--- config.mk ---
export PLATFORM = sky130hd
export DESIGN_NAME = inc16_sched
export DESIGN_NICKNAME = d
export VERILOG_FILES = /design/src/rtl/inc16_sched_pkg.sv /design/src/rtl/inc16.sv /design/src/rtl/inc16_sched.sv
export SDC_FILE = /design/constraint.sdc
export NUM_CORES = 1
export LEC_CHECK = 0
export BUFFER_PORTS_ARGS = -buffer_cell sky130_fd_sc_hd__buf_2
export CAP_MARGIN = 10
export CORE_MARGIN = 4
export CORE_UTILIZATION = 50
export CTS_CLUSTER_SIZE = 16
export DETAILED_ROUTE_END_ITERATION = 7
export PLACE_DENSITY = 0.76
export SETUP_SLACK_MARGIN = 0.02
export SLEW_MARGIN = 15
export SYNTH_ARGS = -nofsm -noshare
export SYNTH_HDL_FRONTEND = slang
export SYNTH_SLANG_ARGS = --single-unit
--- constraint.sdc ---
create_clock -name clk -period 3.4 [get_ports clk]
set_input_delay 0.17 -clock clk [delete_from_list [all_inputs] [get_ports clk]]
set_output_delay 0.17 -clock clk [all_outputs]
set_load 0.03 [all_outputs]
--- src/rtl/inc16_sched_pkg.sv ---
// Shared constants for the inc16 round-robin scheduler.
// Channel indices, channel count and datapath width.
package inc16_sched_pkg;

    localparam int unsigned CH0 = 0;
    localparam int unsigned CH1 = 1;
    localparam int unsigned NCH = 2;
    localparam int unsigned W   = 16;

    // Index of the channel left waiting after a one-hot grant.
    function automatic logic other_ch(input logic [NCH-1:0] g);
        return g[CH0];
    endfunction

endpackage

--- src/rtl/inc16.sv ---
// 16-bit incrementer: sum = a + 1, cout flags the FFFF -> 0000 wrap.
module inc16
    import inc16_sched_pkg::*;
(
    input  logic [W-1:0] a,
    output logic [W-1:0] sum,
    output logic         cout
);

    assign {cout, sum} = {1'b0, a} + {{W{1'b0}}, 1'b1};

endmodule

--- src/rtl/inc16_sched.sv ---
// Two counter channels sharing one inc16, arbitrated round-robin.
// Loads take precedence over increments; wrap flags are sticky until cleared or loaded.
module inc16_sched
    import inc16_sched_pkg::*;
#(
    parameter logic [W-1:0] RST_VAL  = '0,
    parameter logic         PTR_INIT = 1'b0
) (
    input  logic           clk,
    input  logic           reset,
    input  logic [NCH-1:0] req,
    input  logic [NCH-1:0] load,
    input  logic [W-1:0]   load_val0,
    input  logic [W-1:0]   load_val1,
    input  logic [NCH-1:0] clr_ovf,
    output logic [NCH-1:0] gnt,
    output logic [W-1:0]   cnt0,
    output logic [W-1:0]   cnt1,
    output logic [NCH-1:0] ovf,
    output logic           ptr
);

    logic [NCH-1:0] elig;
    logic [W-1:0]   inc_a;
    logic [W-1:0]   inc_sum;
    logic           inc_cout;

    assign elig = req & ~load;

    always_comb begin
        gnt = '0;
        if (!reset) begin
            unique case (elig)
                2'b01:   gnt = 2'b01;
                2'b10:   gnt = 2'b10;
                2'b11:   gnt = ptr ? 2'b10 : 2'b01;
                default: gnt = '0;
            endcase
        end
    end

    assign inc_a = gnt[CH1] ? cnt1 : cnt0;

    inc16 u_inc16 (
        .a    (inc_a),
        .sum  (inc_sum),
        .cout (inc_cout)
    );

    always_ff @(posedge clk) begin
        if (reset) begin
            cnt0 <= RST_VAL;
            cnt1 <= RST_VAL;
            ovf  <= '0;
            ptr  <= PTR_INIT;
        end else begin
            if (load[CH0]) begin
                cnt0 <= load_val0;
            end else if (gnt[CH0]) begin
                cnt0 <= inc_sum;
            end

            if (load[CH1]) begin
                cnt1 <= load_val1;
            end else if (gnt[CH1]) begin
                cnt1 <= inc_sum;
            end

            // A wrap on the same edge beats clr_ovf; a load always clears.
            for (int i = 0; i < NCH; i++) begin
                if (load[i]) begin
                    ovf[i] <= 1'b0;
                end else if (gnt[i] && inc_cout) begin
                    ovf[i] <= 1'b1;
                end else if (clr_ovf[i]) begin
                    ovf[i] <= 1'b0;
                end
            end

            if (gnt != '0) begin
                ptr <= other_ch(gnt);
            end
        end
    end

endmodule

==> run summary <==
Clk sinks -> 35
Unrepaired setup endpoints after global routing -> no
Netlist Area Pre-Place -> 2200 um^2
Detailed-route wire length per cell -> 15.8 um
Die span in x -> 74.4 um
FFs w/ async S/R, synth -> 0
Fin. Hold Viols -> 0
Initial DRC Count -> 191
Total Routed Length -> 6.39 mm
Final setup fails -> 0
Slew headroom -> 0.624
# IOs -> 77
Via density -> 5.95
Startpoint Class -> flop
Ys Warns -> 0
VDD IR max -> 0.000253 V
HP Class -> input port to flop
Die height -> 74.4 um
Clock root cell -> clkbuf_8
Top-area cell type share of the netlist area -> 0.318
Setup bufs post-CTS -> 0
DRC Markers -> 0
Die area -> 5530 um^2
Antenna violations before repair -> 0
Post-route setup TNS -> 0 ns
CTS Buf Count -> 5
Nets -> 394
Largest net degree at the start of global routing -> 36
Worst hold margin -> 0.134 ns
WP data required -> 3.56 ns
Placed cell count -> 396
Clock skew -> 0.00595 ns
Gate Count Post-Synth -> 285
Register area share after synthesis -> 0.318
Non-Filler Instances -> 404
Ranking of synthesized cells by area -> dfxtp_1 32%, nand2_1 5.1%, nor2_1 4.9%
P_leak -> 1.16 nW
Fin crit period -> 2.58 ns
GPL Wtd Cong -> 0.879
Clk buf depth -> 2
Util after Layout -> 0.655
Fraction of layout instances using a drive strength above 1 -> 0.274
Clock transition at the registers of the reported paths -> 0.07 ns
Hold buffer count at CTS -> 0
FF+latch count, synth -> 35
ANT cells -> 0
Max-capacitance violation count -> 0
CORE AREA -> 4120 um^2
Layout area overhead -> 22.3%
Critical path endpoint category -> flop
Share of the clock period used by the worst path -> 0.759
Critical path arrival -> 2.75 ns
CTS tree -> done
Final slew viol count -> 0
Syn_nets -> 326
GR Overflow Total -> 0
Port bufs -> 76
Vias in the first global route -> 2205
H-tree depth -> 2
Status -> finished, final reports clean
CP Class -> flop to flop
Initial Util -> 0.535
# rows -> 23
Total track usage -> 0.239
DR pass1 iterations -> 4
Post-DP HPWL -> 4.62 mm
Clk_lat worst skew -> 0.28 ns
Antenna Violating Nets Remaining -> 0
Crit Path Max Fanout -> 13
Via count -> 2405
Post-synth EDFFs -> 0
Wire length of the first global-routing pass -> 10.4 mm
Dominant synthesized flop cell -> dfxtp_1
Syn_area_per_cell -> 7.73 um^2
PwrDens -> 380 nW/um^2
Measured slew at the worst slew-check pin -> 0.561 ns
Fillers -> 370
Synth unique cells -> 51
Synth area leader -> dfxtp_1
Post-cts resize count -> 0
Fmax -> 387 MHz
[where the power goes]
| part | internal (W) | switching (W) | total (W) |
|---|---|---|---|
| clock network | 0.000185 | 0.000150 | 0.000335 |
| logic | 0.0000837 | 0.000137 | 0.000220 |
| registers | 0.000435 | 0.0000348 | 0.000470 |
| total | 0.000704 | 0.000321 | 0.00102 |
[cells in the mapped netlist, types with 3 or more instances]
cell type / count
nand2_1: 30
nor2b_1: 8
a22oi_1: 14
nor2_1: 29
and4_1: 4
nand4_1: 6
nand3_1: 14
clkbuf_1: 13
a21oi_1: 18
and2_1: 3
dfxtp_1: 35
mux2i_1: 6
and3_1: 7
buf_2: 5
o22ai_1: 6
a222oi_1: 3
a221oi_1: 8
nor3_1: 5
xor2_1: 5
o21ai_0: 17
xnor2_1: 11
[layout make-up]
type / instances / area, um^2 / share of cell area
Clock buffer: 8 / 100 / 0.0372
Tap cell: 50 / 62.6 / 0.0232
Timing Repair Buffer: 81 / 418 / 0.155
Sequential cell: 35 / 701 / 0.260
Inverter: 4 / 15.0 / 0.00557
Multi-Input combinational cell: 226 / 1400 / 0.519
[registers in the layout (all words and copies together), names as in the netlist]
| name | flops |
|---|---|
| cnt0 | 16 |
| cnt1 | 16 |
| ovf | 2 |
| ptr | 1 |
[metrics by stage]
step                setup WS, ns  area (um^2)  power (W)
CTS                        0.845         2690    0.00103
global placement           0.946         2590   0.000695
global route               0.540         2690    0.00107
detailed placement         0.801         2590   0.000698
floorplan                  0.494         2200   0.000622
finish                     0.819         2690    0.00102
[cells in the final DEF (no fill, tap or decap), drive strengths merged, types with 4 or more instances in the layout]
master	instances
nor2b	8
nand4	6
buf	81
a221oi	8
xnor2	11
xor2	5
dfxtp	35
mux2i	6
a22oi	14
and3	7
nor2	29
a21oi	18
clkbuf	8
nand2	32
nand3	14
o22ai	6
nor3	5
and4	4
o21ai	18
[logic make-up after synthesis]
group / count (synthesis) / synth area share
and+or+nand+nor: 118 / 0.270
adders and majority gates: 1 / 0.00568
DFF: 35 / 0.318
buffers and inverters: 24 / 0.0472
xor gates and xnor gates: 16 / 0.0636
muxes: 7 / 0.0324
AOI/OAI and AO/OA: 84 / 0.262
[per-layer routing]
layer  track usage  share of wire  vias up
li1              -              -     1185
met1         0.325           0.44     1114
met2         0.386           0.46       98
met3        0.0473          0.086        8
met4        0.0652          0.014        0
met5             0              0        -
[critical path: stages, from the launching register on]
cell and delay, ns:
dfxtp_1 0.34, or3b_4 0.42, nand2_2 0.12, nand2_1 0.08, nand2_1 0.07, ha_1 0.44
nand2_1 0.13, nor2_1 0.20, nand4_1 0.15, a21o_1 0.21, a221oi_1 0.23, nor2_1 0.06
[final timing paths]
check,cells past startpoint,endpoint,slack (ns),startpoint
max,11,cnt1[12],0.82,ptr
max reg2reg,11,cnt1[12],0.82,ptr
min reg2reg,2,ovf[0],0.50,ovf[0]
min,3,cnt0[4],0.13,load_val0[4]
Note: power is estimated with default switching activity, not from simulation.
